File: src/rtl/axil_irq_target_if.sv
// AXI4-Lite bus bundle for the IRQ level target.
// The slave modport is the target's view and the master modport is the initiator's view.
interface axil_irq_target_if #(
    parameter int addr_width_p = 32,
    parameter int data_width_p = 32
);
    logic [addr_width_p-1:0]   awaddr;
    logic [2:0]                awprot;
    logic                      awvalid;
    logic                      awready;
    logic [data_width_p-1:0]   wdata;
    logic [data_width_p/8-1:0] wstrb;
    logic                      wvalid;
    logic                      wready;
    logic [1:0]                bresp;
    logic                      bvalid;
    logic                      bready;
    logic [addr_width_p-1:0]   araddr;
    logic [2:0]                arprot;
    logic                      arvalid;
    logic                      arready;
    logic [data_width_p-1:0]   rdata;
    logic [1:0]                rresp;
    logic                      rvalid;
    logic                      rready;

    modport slave (
        input  awaddr, awprot, awvalid, wdata, wstrb, wvalid, bready,
        input  araddr, arprot, arvalid, rready,
        output awready, wready, bresp, bvalid, arready, rdata, rresp, rvalid
    );

    modport master (
        output awaddr, awprot, awvalid, wdata, wstrb, wvalid, bready,
        output araddr, arprot, arvalid, rready,
        input  awready, wready, bresp, bvalid, arready, rdata, rresp, rvalid
    );
endinterface

File: src/rtl/axil_irq_target.sv
// AXI4-Lite slave holding a single interrupt level bit at base_addr_p, driven out on irq_o.
// One write and one read may be outstanding; AW and W are captured independently and the
// write commits one cycle after both are held. The read path returns the current level.
// Optional feature: define AXIL_IRQ_TARGET_TOGGLE_COUNT_EN to add a read-only 32-bit counter
// at base_addr_p+4 counting level commits that actually change irq_o.
module axil_irq_target #(
    parameter int                           axil_data_width_p = 32,
    parameter int                           axil_addr_width_p = 32,
    parameter logic [axil_addr_width_p-1:0] base_addr_p       = 'h30_a000
) (
    input  logic                    clk_i,
    input  logic                    reset_i,
    axil_irq_target_if.slave        s_axil,
    output logic                    irq_o
);
    localparam int A = axil_addr_width_p;
    localparam int D = axil_data_width_p;

    localparam logic [1:0] RESP_OKAY   = 2'b00;
    localparam logic [1:0] RESP_SLVERR = 2'b10;

`ifdef AXIL_IRQ_TARGET_TOGGLE_COUNT_EN
    localparam logic [A-1:0] cnt_addr_c = base_addr_p + A'(4);
`endif

    // Write address/data holding registers
    logic         aw_full_r;
    logic [A-1:0] aw_addr_r;
    logic         w_full_r;
    logic         w_data0_r;
    logic         w_strb0_r;

    // Write response
    logic         bvalid_r;
    logic [1:0]   bresp_r;

    // Read response
    logic         rvalid_r;
    logic [D-1:0] rdata_r;
    logic [1:0]   rresp_r;

    // Interrupt level
    logic         irq_r;

    logic         aw_hs;
    logic         w_hs;
    logic         ar_hs;
    logic         commit;
    logic         lvl_wr;
    logic [D-1:0] rd_data_c;
    logic [1:0]   rd_resp_c;

    // Only bit 0 of data/strobe and none of the prot bits carry meaning here.
    logic unused_inputs;
    assign unused_inputs = ^{s_axil.awprot, s_axil.arprot,
                             s_axil.wdata[D-1:1], s_axil.wstrb[D/8-1:1]};

    // Only the level register accepts writes; everything else (including the counter) errors.
    function automatic logic [1:0] wr_resp(input logic [A-1:0] addr);
        return (addr == base_addr_p) ? RESP_OKAY : RESP_SLVERR;
    endfunction

    assign s_axil.awready = ~aw_full_r & ~bvalid_r;
    assign s_axil.wready  = ~w_full_r & ~bvalid_r;
    assign s_axil.arready = ~rvalid_r;
    assign s_axil.bvalid  = bvalid_r;
    assign s_axil.bresp   = bresp_r;
    assign s_axil.rvalid  = rvalid_r;
    assign s_axil.rdata   = rdata_r;
    assign s_axil.rresp   = rresp_r;
    assign irq_o          = irq_r;

    assign aw_hs  = s_axil.awvalid & s_axil.awready;
    assign w_hs   = s_axil.wvalid & s_axil.wready;
    assign ar_hs  = s_axil.arvalid & s_axil.arready;
    assign commit = aw_full_r & w_full_r & ~bvalid_r;
    assign lvl_wr = commit & (aw_addr_r == base_addr_p) & w_strb0_r;

    // Write control: full flags, commit into a pending B response, release on bready
    always_ff @(posedge clk_i) begin
        if (reset_i) begin
            aw_full_r <= 1'b0;
            w_full_r  <= 1'b0;
            bvalid_r  <= 1'b0;
            bresp_r   <= RESP_OKAY;
        end else begin
            if (aw_hs) aw_full_r <= 1'b1;
            if (w_hs)  w_full_r  <= 1'b1;
            if (commit) begin
                aw_full_r <= 1'b0;
                w_full_r  <= 1'b0;
                bvalid_r  <= 1'b1;
                bresp_r   <= wr_resp(aw_addr_r);
            end else if (bvalid_r && s_axil.bready) begin
                bvalid_r  <= 1'b0;
            end
        end
    end

    // Write payload capture; contents only matter while the matching full flag is set
    always_ff @(posedge clk_i) begin
        if (aw_hs) aw_addr_r <= s_axil.awaddr;
        if (w_hs) begin
            w_data0_r <= s_axil.wdata[0];
            w_strb0_r <= s_axil.wstrb[0];
        end
    end

    // Interrupt level register, updated only by a strobed commit to the level address
    always_ff @(posedge clk_i) begin
        if (reset_i)     irq_r <= 1'b0;
        else if (lvl_wr) irq_r <= w_data0_r;
    end

`ifdef AXIL_IRQ_TARGET_TOGGLE_COUNT_EN
    logic [31:0] toggle_cnt_r;

    // Count level commits that change irq_o; wraps naturally at 32 bits
    always_ff @(posedge clk_i) begin
        if (reset_i)                             toggle_cnt_r <= 32'd0;
        else if (lvl_wr && (w_data0_r != irq_r)) toggle_cnt_r <= toggle_cnt_r + 32'd1;
    end

    // Read decode: level register, toggle counter, otherwise error with zero data
    always_comb begin
        rd_data_c = '0;
        rd_resp_c = RESP_SLVERR;
        if (s_axil.araddr == base_addr_p) begin
            rd_data_c = D'(irq_r);
            rd_resp_c = RESP_OKAY;
        end else if (s_axil.araddr == cnt_addr_c) begin
            rd_data_c = D'(toggle_cnt_r);
            rd_resp_c = RESP_OKAY;
        end
    end
`else
    // Read decode: level register, otherwise error with zero data
    always_comb begin
        rd_data_c = '0;
        rd_resp_c = RESP_SLVERR;
        if (s_axil.araddr == base_addr_p) begin
            rd_data_c = D'(irq_r);
            rd_resp_c = RESP_OKAY;
        end
    end
`endif

    // Read response register; samples the level before any same-cycle write commit lands
    always_ff @(posedge clk_i) begin
        if (reset_i) begin
            rvalid_r <= 1'b0;
            rdata_r  <= '0;
            rresp_r  <= RESP_OKAY;
        end else if (ar_hs) begin
            rvalid_r <= 1'b1;
            rdata_r  <= rd_data_c;
            rresp_r  <= rd_resp_c;
        end else if (rvalid_r && s_axil.rready) begin
            rvalid_r <= 1'b0;
        end
    end
endmodule

File: src/flat_wrapper.sv
// flat-port wrapper written by rule: the top's interface ports become plain ports
module axil_irq_target_flat 
#(
    parameter int                           axil_data_width_p = 32,
    parameter int                           axil_addr_width_p = 32,
    parameter logic [axil_addr_width_p-1:0] base_addr_p       = 'h30_a000
)
  (clk_i, reset_i, irq_o, s_axil_awaddr, s_axil_awprot, s_axil_awvalid, s_axil_wdata, s_axil_wstrb, s_axil_wvalid, s_axil_bready, s_axil_araddr, s_axil_arprot, s_axil_arvalid, s_axil_rready, s_axil_awready, s_axil_wready, s_axil_bresp, s_axil_bvalid, s_axil_arready, s_axil_rdata, s_axil_rresp, s_axil_rvalid);
  axil_irq_target_if #(.addr_width_p(32), .data_width_p(32)) s_axil_i ();
  input  logic clk_i;
  input  logic reset_i;
  output logic irq_o;
  input wire logic [$bits(s_axil_i.awaddr)-1:0] s_axil_awaddr;
  input wire logic [$bits(s_axil_i.awprot)-1:0] s_axil_awprot;
  input wire logic [$bits(s_axil_i.awvalid)-1:0] s_axil_awvalid;
  input wire logic [$bits(s_axil_i.wdata)-1:0] s_axil_wdata;
  input wire logic [$bits(s_axil_i.wstrb)-1:0] s_axil_wstrb;
  input wire logic [$bits(s_axil_i.wvalid)-1:0] s_axil_wvalid;
  input wire logic [$bits(s_axil_i.bready)-1:0] s_axil_bready;
  input wire logic [$bits(s_axil_i.araddr)-1:0] s_axil_araddr;
  input wire logic [$bits(s_axil_i.arprot)-1:0] s_axil_arprot;
  input wire logic [$bits(s_axil_i.arvalid)-1:0] s_axil_arvalid;
  input wire logic [$bits(s_axil_i.rready)-1:0] s_axil_rready;
  output wire logic [$bits(s_axil_i.awready)-1:0] s_axil_awready;
  output wire logic [$bits(s_axil_i.wready)-1:0] s_axil_wready;
  output wire logic [$bits(s_axil_i.bresp)-1:0] s_axil_bresp;
  output wire logic [$bits(s_axil_i.bvalid)-1:0] s_axil_bvalid;
  output wire logic [$bits(s_axil_i.arready)-1:0] s_axil_arready;
  output wire logic [$bits(s_axil_i.rdata)-1:0] s_axil_rdata;
  output wire logic [$bits(s_axil_i.rresp)-1:0] s_axil_rresp;
  output wire logic [$bits(s_axil_i.rvalid)-1:0] s_axil_rvalid;
  assign s_axil_i.awaddr = s_axil_awaddr;
  assign s_axil_i.awprot = s_axil_awprot;
  assign s_axil_i.awvalid = s_axil_awvalid;
  assign s_axil_i.wdata = s_axil_wdata;
  assign s_axil_i.wstrb = s_axil_wstrb;
  assign s_axil_i.wvalid = s_axil_wvalid;
  assign s_axil_i.bready = s_axil_bready;
  assign s_axil_i.araddr = s_axil_araddr;
  assign s_axil_i.arprot = s_axil_arprot;
  assign s_axil_i.arvalid = s_axil_arvalid;
  assign s_axil_i.rready = s_axil_rready;
  assign s_axil_awready = s_axil_i.awready;
  assign s_axil_wready = s_axil_i.wready;
  assign s_axil_bresp = s_axil_i.bresp;
  assign s_axil_bvalid = s_axil_i.bvalid;
  assign s_axil_arready = s_axil_i.arready;
  assign s_axil_rdata = s_axil_i.rdata;
  assign s_axil_rresp = s_axil_i.rresp;
  assign s_axil_rvalid = s_axil_i.rvalid;
  axil_irq_target #(.axil_data_width_p(axil_data_width_p), .axil_addr_width_p(axil_addr_width_p), .base_addr_p(base_addr_p)) u_core (.clk_i(clk_i), .reset_i(reset_i), .s_axil(s_axil_i), .irq_o(irq_o));
endmodule
File: config.mk
export PLATFORM = sky130hd
export DESIGN_NAME = axil_irq_target_flat
export DESIGN_NICKNAME = d
export VERILOG_FILES = /design/src/rtl/axil_irq_target_if.sv /design/src/rtl/axil_irq_target.sv /design/src/flat_wrapper.sv
export SDC_FILE = /design/constraint.sdc
export NUM_CORES = 1
export LEC_CHECK = 0
export CAP_MARGIN = 10
export CORE_MARGIN = 3
export CORE_UTILIZATION = 28
export DETAILED_ROUTE_END_ITERATION = 10
export GPL_ROUTABILITY_DRIVEN = 0
export PLACE_DENSITY = 0.78
export SYNTH_ARGS = -nofsm -noshare
export SYNTH_HDL_FRONTEND = slang
export SYNTH_SLANG_ARGS = --single-unit
File: constraint.sdc
create_clock -name clk_i -period 1.7 [get_ports clk_i]
set_input_delay 0.34 -clock clk_i [delete_from_list [all_inputs] [get_ports clk_i]]
set_output_delay 0.34 -clock clk_i [all_outputs]
set_load 0.1 [all_outputs]
==> flow_summary_export.csv, run 1 <==
group,metric,value,unit
run_status,outcome,"finished with violations",
run_status,violations,"negative setup slack",
place,place_inst,290,
timing,finalSetupViolations,1,
floorplanning,core-area,6061,um^2
synth,ys_seq_elements,42,
grt,grt_use_met1,11.11,%
place,hpwl,3157,um
worst_setup_path,r2r_start,"u_core.aw_addr_r[16]$_DFFE_PP_",
grt,grt_use_met3,5.572,%
layout,largest_reg_flops,32,
synth,netlist_instances,125,
routing,routed_wl,3697,um
grt,grt_max_degree,23,
timing,finalCriticalPeriod,1.904,ns
synth,seq_area_frac_synth,65.88,%
routing,drt_iter0_drc,25,
clock_network,clk_path_buf_depth,2,
clock_network,cts.sinks,42,
floorplanning,pin_count,155,
grt,grt_use_total,10.48,%
synth,synth_warnings,0,
floorplanning,row_count,28,
layout,final_util,47.85,%
layout,nFillCells,549,
place,io_buffers,81,
floorplanning,die_y,86.02,um
grt,grt_pass1_vias,1234,
timing,finalCritPeriodShare,112.0,%
clock_network,cts_max_level,2,
worst_setup_path,r2r_cells,4,
synth,syn_area,1793,um^2
routing,drtAntennaViolNets,0,
synth,post-synth-top-area-cell,"edfxtp_1",
worst_setup_path,crit_fanout,2,
layout,area_growth_syn_to_layout,61.76,%
synth,synth_edf_count,34,
worst_setup_path,worstSetupEndpoint,"u_core.irq_o$_SDFFE_PP0P_",
floorplanning,die_w,86.02,um
routing,drc,0,
timing,setup_slack,-0.2037,ns
routing,wl_per_cell,12.41,um
power,p_per_area,953.4,nW/um^2
clock_network,cts_tree,"yes",
layout,largest-register,"u_core.aw_addr_r",
synth,avgSynthCellArea,14.34,um^2
grt,grt_pass1_wl,5789,um
floorplanning,start_util,29.58,%
timing,finClkSkew,0.002212,ns
worst_setup_path,r2r_end,"u_core.irq_o$_SDFFE_PP0P_",
timing,rsz0062_at_grt,"true",
routing,vias,1211,
grt,antenna_found_initial,0,
timing,fmax,525.3,MHz
floorplanning,dieArea,7399,um^2
layout,num-nets-final,335,
worst_setup_path,cp-start-kind,"flip-flop",
clock_network,post-cts-setup-buffers,0,
layout,fin_cells,298,
timing,hold_viol,0,
clock_network,clk-insertion-delay-late,0.28,ns
worst_setup_path,cp.arrival,2.08,ns
routing,viasPerCell,4.064,
timing,maxSlewViolCount,0,
clock_network,numCtsBuffers,5,
routing,first_pass_iters,4,
layout,final_layout_size_suffix_gt1_share,19.73,%
worst_setup_path,reg2reg_slack,-0.20,ns
worst_setup_path,path_class,"flip-flop to flip-flop",
layout,diodes,0,
clock_network,clk_pin_slew,0.08,ns
power,leakagePower,0.001087,uW
run,maxCapViolCount,0,
grt,met2_usage,18.22,%
hold_path,min-delay-path-class,"flip-flop to flip-flop",
clock_network,cts-root-buf,"clkbuf_8",
synth,ys_async_sr_fraction,0,%
power,vdd_drop_max,0.4931,mV
grt,overflow,0,
grt,gr-max-usage-layer,"met2",
synth,synth_top_area_share,56.94,%
worst_setup_path,crit_required,1.88,ns
worst_setup_path,cp-end-kind,"flip-flop",
worst_setup_path,crit_start,"u_core.aw_addr_r[16]$_DFFE_PP_",
synth,ys_types,34,
synth,synth_top_flop_cell,"edfxtp_1",
synth,synth.area.top_cells,"edfxtp_1 (57%), buf_4 (14%), dfxtp_1 (8.9%), nor4_1 (3.1%), and2_1 (1.0%)",
routing by layer:
layer  wire length [um]  share of wire [%]
met5                  0                  0
met2               1948                 53
met1               1307                 35
met4                 33               0.89
met3                407                 11
final cells by class:
| class | instances | area (um^2) | share of cell area [%] |
|---|---|---|---|
| inverters | 4 | 27.53 | 0.9491 |
| flip-flops and latches | 42 | 1186 | 40.90 |
| clock inverters | 2 | 37.54 | 1.294 |
| repair buffers | 91 | 988.4 | 34.08 |
| well taps | 75 | 93.84 | 3.236 |
| multi-input cells | 78 | 494.2 | 17.04 |
| clock buffers | 6 | 72.57 | 2.502 |
power by group:
part | internal [uW] | total (uW) | switching (uW)
clock | 438 | 762 | 325
combinational | 255 | 774 | 520
sequential | 1200 | 1230 | 30.0
total | 1890 | 2770 | 874
through the flow:
step | cell area, um^2 | hold WS, ns | power [uW] | setup slack, ns | TNS [ns]
floorplan | 1936 | 0.3994 | 1800 | -0.1319 | -3.699
global placement | 2770 | 0.4842 | 2019 | -0.2008 | -0.5159
detailed placement | 2770 | 0.5006 | 2031 | -0.2613 | -0.7065
CTS | 2884 | 0.5104 | 2800 | -0.2119 | -0.2119
global route | 2900 | 0.5375 | 2896 | -0.2728 | -0.2728
finish | 2900 | 0.5019 | 2765 | -0.2037 | -0.2037
synth_stat cells, types with 2 or more instances:
cell type,count
edfxtp_1,34
buf_4,33
nor4_1,9
dfxtp_1,8
nor2_1,4
and2_1,3
a21oi_1,2
inv_1,2
nor3_1,2
nor4b_1,2
o21a_1,2
or4_1,2
critical path, stage by stage (launching register included):
cell and delay [ns]:
edfxtp_1 0.36, or4_4 0.55, or4_4 0.44, nor3_4 0.13, mux2_4 0.31
layout by cell type, fill, tap and decap left out, types with 2 or more instances in the layout:
cell type,netlist,routed
clkdlybuf4s50_1,0,72
edfxtp_1,34,34
conb_1,1,33
buf_12,0,10
nor4_1,9,9
buf_4,33,9
dfxtp_1,8,6
clkbuf_8,0,5
nor2_4,0,2
and2_1,3,2
a21oi_1,2,2
nor3_1,2,2
inv_1,2,2
o21a_1,2,2
nor2_1,4,2
or4_4,1,2
what timing repair did:
action / in CTS / in global routing
resized for setup: 1 / 3
setup endpoints to repair: 1 / 2
hold buffers: 0 / 0
worst min-delay path by stage:
stage / start / end / slack [ns] / depth (start not counted)
floorplan: reset_i / u_core.s_axil.bvalid$_SDFFE_PP0P_ / 0.40 / 1
global placement: u_core.s_axil.rvalid$_SDFFE_PP0P_ / u_core.s_axil.rvalid$_SDFFE_PP0P_ / 0.48 / 1
detailed placement: u_core.s_axil.rvalid$_SDFFE_PP0P_ / u_core.s_axil.rvalid$_SDFFE_PP0P_ / 0.50 / 1
CTS: u_core.s_axil.rvalid$_SDFFE_PP0P_ / u_core.s_axil.rvalid$_SDFFE_PP0P_ / 0.51 / 1
global route: u_core.s_axil.rvalid$_SDFFE_PP0P_ / u_core.s_axil.rvalid$_SDFFE_PP0P_ / 0.54 / 1
finish: u_core.s_axil.rvalid$_SDFFE_PP0P_ / u_core.s_axil.rvalid$_SDFFE_PP0P_ / 0.50 / 1
logic make-up (layout without fill, tap and decap cells):
logic type / after synthesis / after routing / synth area share [%]
AOI/OAI and AO/OA: 7 / 7 / 2.861
buffers and inverters: 37 / 103 / 15.35
DFF: 42 / 42 / 65.88
muxes: 1 / 1 / 0.6280
other: 1 / 33 / 0.2092
and+or+nand+nor: 37 / 37 / 15.07
(Power assumes the default switching activity.)
==> run 2: changes to the inputs <==
--- a/config.mk
+++ b/config.mk
@@ -7,10 +7,10 @@
 export LEC_CHECK = 0
 export CAP_MARGIN = 10
 export CORE_MARGIN = 3
-export CORE_UTILIZATION = 28
+export CORE_UTILIZATION = 32
 export DETAILED_ROUTE_END_ITERATION = 10
 export GPL_ROUTABILITY_DRIVEN = 0
-export PLACE_DENSITY = 0.78
+export PLACE_DENSITY = 0.84
 export SYNTH_ARGS = -nofsm -noshare
 export SYNTH_HDL_FRONTEND = slang
 export SYNTH_SLANG_ARGS = --single-unit
==> constraint.sdc (replaced) <==
create_clock -name clk_i -period 2.05 [get_ports clk_i]
set_input_delay 0.41 -clock clk_i [delete_from_list [all_inputs] [get_ports clk_i]]
set_output_delay 0.41 -clock clk_i [all_outputs]
set_load 0.1 [all_outputs]
==> run 2 against run 1 <==
Effect of this change:
- the flow now finishes without violations
- cell count fell by 4.7%
- hold slack got worse by 0.025 ns
- sequential power fell by 17%
- core utilization rose by 3.2 points
- via count fell by 3.2%
- sequential cell count did not move
- critical path depth did not move
- non-clock buffer count fell by 9
- combinational power fell by 25%
- first-iteration DRC count rose by 16%
- critical endpoint unchanged
- highest routed layer unchanged
==> flow_summary_export.csv, run 2 (synthesized netlist as in run 1, its figures left out) <==
group,metric,value,unit
power,p_per_area,831.5,nW/um^2
timing,finalCriticalPeriod,1.909,ns
power,leakagePower,0.0009882,uW
grt,grt_use_total,11.22,%
floorplanning,pin_count,155,
routing,viasPerCell,4.127,
worst_setup_path,crit_required,2.23,ns
clock_network,cts_max_level,2,
floorplanning,die_w,80.86,um
run,maxCapViolCount,0,
floorplanning,row_count,26,
timing,finClkSkew,0.001777,ns
grt,grt_pass1_wl,5375,um
hold_path,worst_hold_path.endpoint,"u_core.s_axil.bresp[1]$_SDFFE_PP0P_",
clock_network,post-cts-setup-buffers,0,
worst_setup_path,crit_start,"u_core.aw_addr_r[16]$_DFFE_PP_",
floorplanning,dieArea,6538,um^2
floorplanning,die_y,80.86,um
place,io_buffers,81,
layout,nFillCells,469,
grt,antenna_found_initial,0,
timing,rsz0062_at_grt,"false",
clock_network,clk-insertion-delay-late,0.29,ns
timing,finalSetupTns,0,ns
hold_path,min-delay-path-class,"flip-flop to flip-flop",
routing,met1_length,1198,um
routing,routed_wl,3533,um
timing,hold_viol,0,
power,pwr-share-clk,28.2,%
timing,finalSetupViolations,0,
routing,drt_iter0_drc,29,
layout,mostFrequentLayoutCells,"clkdlybuf4s50_1 (72), edfxtp_1 (34), conb_1 (33)",
worst_setup_path,cp-start-kind,"flip-flop",
power,vdd_drop_max,0.4225,mV
layout,num-nets-final,326,
power,switching_share,31.83,%
clock_network,cts.sinks,42,
routing,drc,0,
power,seqPwrFrac,45.7,%
clock_network,cts_tree,"yes",
timing,fmax,523.8,MHz
worst_setup_path,cp.arrival,2.09,ns
power,total_power,2237,uW
power,switchingPower,712.0,uW
worst_setup_path,r2r_start,"u_core.aw_addr_r[16]$_DFFE_PP_",
layout,final_layout_size_suffix_gt1_share,14.49,%
routing,wl_met3,394,um
worst_setup_path,cp-end-kind,"flip-flop",
clock_network,numCtsBuffers,5,
timing,finalCritPeriodShare,93.12,%
routing,drtAntennaViolNets,0,
place,hpwl,2967,um
routing,first_pass_iters,4,
worst_setup_path,r2r_cells,4,
clock_network,clk_path_buf_depth,2,
run_status,outcome,"completed",
floorplanning,start_util,34.02,%
floorplanning,core-area,5270,um^2
clock_network,cts_hold_buf,0,
grt,grt_max_degree,34,
grt,overflow,0,
timing,maxSlewViolCount,0,
hold_path,hold_depth,2,
layout,final_common_cell,"clkdlybuf4s50_1",
clock_network,ctsResizeCount,0,
worst_setup_path,r2r_end,"u_core.irq_o$_SDFFE_PP0P_",
routing,wl_per_cell,12.44,um
layout,largest_reg_flops,32,
worst_setup_path,reg2reg_slack,0.14,ns
clock_network,clk_pin_slew,0.07,ns
routing,vias,1172,
worst_setup_path,crit_fanout,2,
worst_setup_path,path_class,"flip-flop to flip-flop",
layout,diodes,0,
power,p_int,1525,uW
layout,area_growth_syn_to_layout,50.03,%
hold_path,hold_start,"u_core.s_axil.bresp[1]$_SDFFE_PP0P_",
grt,grt_pass1_vias,1204,
power,pwr-share-comb,26.1,%
routing,top_layer_used,"met4",
layout,largest-register,"u_core.aw_addr_r",
clock_network,cts-root-buf,"clkbuf_8",
routing,met2WireLength,1921,um
run 2: cell types whose count changed in the layout (fill, tap and decap cells not counted), sizes merged:
cell | before | now
buf | 19 | 10
run 2: power by group through the flow:
stage / sequential [uW] / combinational (uW) / clock (uW)
final: 1020 / 584 / 631
after global routing: 1030 / 606 / 701
after CTS: 1020 / 586 / 650
after detailed placement: 1040 / 586 / 0
after global placement: 1040 / 580 / 0
after floorplan: 1070 / 419 / 0
run 2: worst max path at each step:
stage                                     endpoint  slack [ns]  cells past startpoint
2_1_floorplan  u_core.s_axil.rdata[0]$_SDFFE_PP0P_        0.03                      4
3_3_place_gp   u_core.s_axil.rresp[1]$_SDFFE_PP0P_        0.12                      6
3_5_place_dp   u_core.s_axil.rresp[1]$_SDFFE_PP0P_         0.1                      6
4_1_cts                  u_core.irq_o$_SDFFE_PP0P_        0.12                      4
5_1_grt                  u_core.irq_o$_SDFFE_PP0P_        0.06                      4
6_report                 u_core.irq_o$_SDFFE_PP0P_        0.14                      4
run 2: layer usage:
| metal | vias to the layer above | GRT usage (%) |
|---|---|---|
| li1 | 573 | - |
| met1 | 528 | 11.26 |
| met4 | 0 | 2.534 |
| met5 | - | 0 |
| met2 | 67 | 20.53 |
| met3 | 4 | 5.765 |
run 2: critical path: stages, from the launching register on:
cell      delay, ns
edfxtp_1       0.37
or4_4          0.54
or4_1          0.44
nor3_2         0.13
mux2_1         0.32
run 2: layout make-up:
| type | instances | area [um^2] | share of cell area, % |
|---|---|---|---|
| Sequential cell | 42 | 1182 | 43.95 |
| Timing Repair Buffer | 82 | 808.3 | 30.05 |
| Multi-Input combinational cell | 78 | 474.2 | 17.63 |
| Tap cell | 70 | 87.58 | 3.256 |
| Clock buffer | 6 | 72.57 | 2.698 |
| Clock inverter | 2 | 37.54 | 1.395 |
| Inverter | 4 | 27.53 | 1.023 |
run 2: metrics by stage:
step	instances	worst slack, ns	utilization [%]	hold slack [ns]	instance area [um^2]
after global placement	276	0.1223	48.96	0.4638	2580
after CTS	284	0.1237	51.04	0.4807	2690
after detailed placement	276	0.09984	48.96	0.4692	2580
after global routing	284	0.06355	51.04	0.5375	2690
final	284	0.1410	51.04	0.4765	2690
after floorplan	157	0.03281	-	0.4717	1932
==> run 3: changes to the inputs <==
--- a/config.mk
+++ b/config.mk
@@ -6,11 +6,13 @@
 export NUM_CORES = 1
 export LEC_CHECK = 0
 export CAP_MARGIN = 10
+export CORE_ASPECT_RATIO = 0.75
 export CORE_MARGIN = 3
 export CORE_UTILIZATION = 32
 export DETAILED_ROUTE_END_ITERATION = 10
 export GPL_ROUTABILITY_DRIVEN = 0
 export PLACE_DENSITY = 0.84
+export SLEW_MARGIN = 40
 export SYNTH_ARGS = -nofsm -noshare
 export SYNTH_HDL_FRONTEND = slang
 export SYNTH_SLANG_ARGS = --single-unit
==> run 3 against run 2 <==
Effect of this change:
- sequential cell count did not move
- global-route usage rose by 0.66 points
- non-clock buffer count fell by 1
- total power rose by 0.70%
- setup slack got worse by 0.0084 ns
- first-iteration DRC count rose by 24%
- clock power rose by 3%
- critical path depth did not move
- final area fell by 0.42%
- largest cell class unchanged
- clock skew rose by 0.0024 ns
- register-to-register slack barely moved
==> flow_summary_export.csv, run 3 (synthesized netlist as in run 1, its figures left out) <==
group,metric,value,unit
place,io_buffers,81,
layout,diodes,0,
place,hpwl,3180,um
layout,final_common_cell,"clkdlybuf4s50_1",
grt,grt_use_total,11.88,%
floorplanning,pin_count,155,
worst_setup_path,r2r_end,"u_core.irq_o$_SDFFE_PP0P_",
worst_setup_path,path_class,"flip-flop to flip-flop",
power,p_per_area,840.8,nW/um^2
layout,final_util,52.04,%
grt,grt_max_degree,34,
routing,first_pass_iters,4,
timing,hold_viol,0,
clock_network,numCtsBuffers,5,
floorplanning,die_y,70.83,um
clock_network,ctsResizeCount,0,
grt,grt_pass1_wl,5920,um
grt,grt_pass1_vias,1214,
power,leakagePower,0.0009843,uW
floorplanning,dieArea,6547,um^2
layout,num-nets-final,325,
timing,finalSetupViolations,0,
timing,finalSetupTns,0,ns
place,pre_cts_slack,0.05766,ns
clock_network,clk_pin_slew,0.07,ns
layout,largest_reg_flops,32,
routing,drt_iter0_drc,36,
worst_setup_path,slowest_delay,0.54,ns
clock_network,clk_path_buf_depth,2,
routing,drc,0,
worst_setup_path,crit_chain,"or4_4, or4_1, nor3_2, mux2_1",
worst_setup_path,reg2reg_slack,0.13,ns
floorplanning,die_w,92.44,um
layout,area_growth_syn_to_layout,49.41,%
floorplanning,row_count,22,
timing,fmax,521.5,MHz
worst_setup_path,r2r_cells,4,
routing,vias,1166,
run_status,outcome,"completed",
layout,final_layout_size_suffix_gt1_share,14.08,%
place,place_inst,277,
floorplanning,core-area,5147,um^2
timing,maxSlewViolCount,0,
grt,antenna_found_initial,0,
timing,rsz0062_at_grt,"false",
run,maxCapViolCount,0,
grt,overflow,0,
worst_setup_path,r2r_start,"u_core.aw_addr_r[16]$_DFFE_PP_",
timing,setup_slack,0.1326,ns
clock_network,cts.sinks,42,
layout,nFillCells,470,
clock_network,cts-root-buf,"clkbuf_8",
routing,viasPerCell,4.091,
power,vdd_drop_max,0.3644,mV
worst_setup_path,cp-end-kind,"flip-flop",
worst_setup_path,cp.arrival,2.09,ns
layout,seq_area,1182,um^2
clock_network,cts_tree,"yes",
routing,drtAntennaViolNets,0,
layout,fin_cells,285,
clock_network,clk-insertion-delay-late,0.28,ns
layout,multi_input_area,474.2,um^2
worst_setup_path,crit_required,2.22,ns
worst_setup_path,slowest_stage,"or4_4",
clock_network,post-cts-setup-buffers,0,
worst_setup_path,worstSetupEndpoint,"u_core.irq_o$_SDFFE_PP0P_",
layout,largest-register,"u_core.aw_addr_r",
timing,finClkSkew,0.004216,ns
worst_setup_path,crit_fanout,2,
timing,finalCritPeriodShare,93.53,%
clock_network,cts_max_level,2,
worst_setup_path,cp-start-kind,"flip-flop",
routing,routed_wl,3854,um
floorplanning,start_util,34.83,%
hold_path,min-delay-path-class,"flip-flop to flip-flop",
worst_setup_path,crit_start,"u_core.aw_addr_r[16]$_DFFE_PP_",
clock_network,cts_hold_buf,0,
routing,wl_per_cell,13.52,um
layout,mostFrequentLayoutCells,"clkdlybuf4s50_1 (72), edfxtp_1 (34), conb_1 (33)",
timing,finalCriticalPeriod,1.917,ns
run 3: cell count changes in the layout (fill, tap and decap cells not counted), sizes merged:
cell and change:
clkbuf +1, buf -1, clkinvlp -1
run 3: worst min path at each step:
stage / from / to / cells after the start
floorplan: reset_i / u_core.s_axil.bvalid$_SDFFE_PP0P_ / 1
global route: u_core.s_axil.bresp[1]$_SDFFE_PP0P_ / u_core.s_axil.bresp[1]$_SDFFE_PP0P_ / 2
global placement: u_core.s_axil.bresp[1]$_SDFFE_PP0P_ / u_core.s_axil.bresp[1]$_SDFFE_PP0P_ / 2
finish: u_core.s_axil.bresp[1]$_SDFFE_PP0P_ / u_core.s_axil.bresp[1]$_SDFFE_PP0P_ / 2
CTS: u_core.s_axil.bresp[1]$_SDFFE_PP0P_ / u_core.s_axil.bresp[1]$_SDFFE_PP0P_ / 2
detailed placement: u_core.s_axil.bresp[1]$_SDFFE_PP0P_ / u_core.s_axil.bresp[1]$_SDFFE_PP0P_ / 2
run 3: where the power goes:
| group | switching (uW) | leakage, uW | internal, uW |
|---|---|---|---|
| clock network | 255 | 0.0000585 | 397 |
| logic | 418 | 0.000534 | 160 |
| registers | 27.9 | 0.000391 | 995 |
| total | 700 | 0.000984 | 1550 |
run 3: routing by layer:
layer	global-route usage, %	up-vias	routed length, um
li1	-	572	-
met1	13.45	532	1458
met2	20.66	58	2023
met3	4.995	4	339
met4	3.295	0	33
met5	0	-	0
run 3: worst max-delay path, delay by kind of cell, from the launching register on:
kind | cells | cell delay (ns)
mux | 1 | 0.33
flops | 1 | 0.36
simple gates | 3 | 1.12
run 3: per-stage QoR:
| step | total power, uW | cell area, um^2 | hold WS [ns] |
|---|---|---|---|
| 6_report | 2252 | 2679 | 0.4759 |
| 5_1_grt | 2347 | 2679 | 0.5066 |
| 4_1_cts | 2280 | 2679 | 0.4827 |
| 3_5_place_dp | 1622 | 2562 | 0.4722 |
| 3_3_place_gp | 1612 | 2562 | 0.4561 |
| 2_1_floorplan | 1493 | 1932 | 0.4717 |
run 3: area by class of cell:
cell class              instances  share of cell area (%)
flip-flops and latches         42                   44.14
repair buffers                 81                   29.43
multi-input cells              78                   17.70
well taps                      72                   3.363
clock buffers                   7                   3.223
clock inverters                 1                   1.121
inverters                       4                   1.028
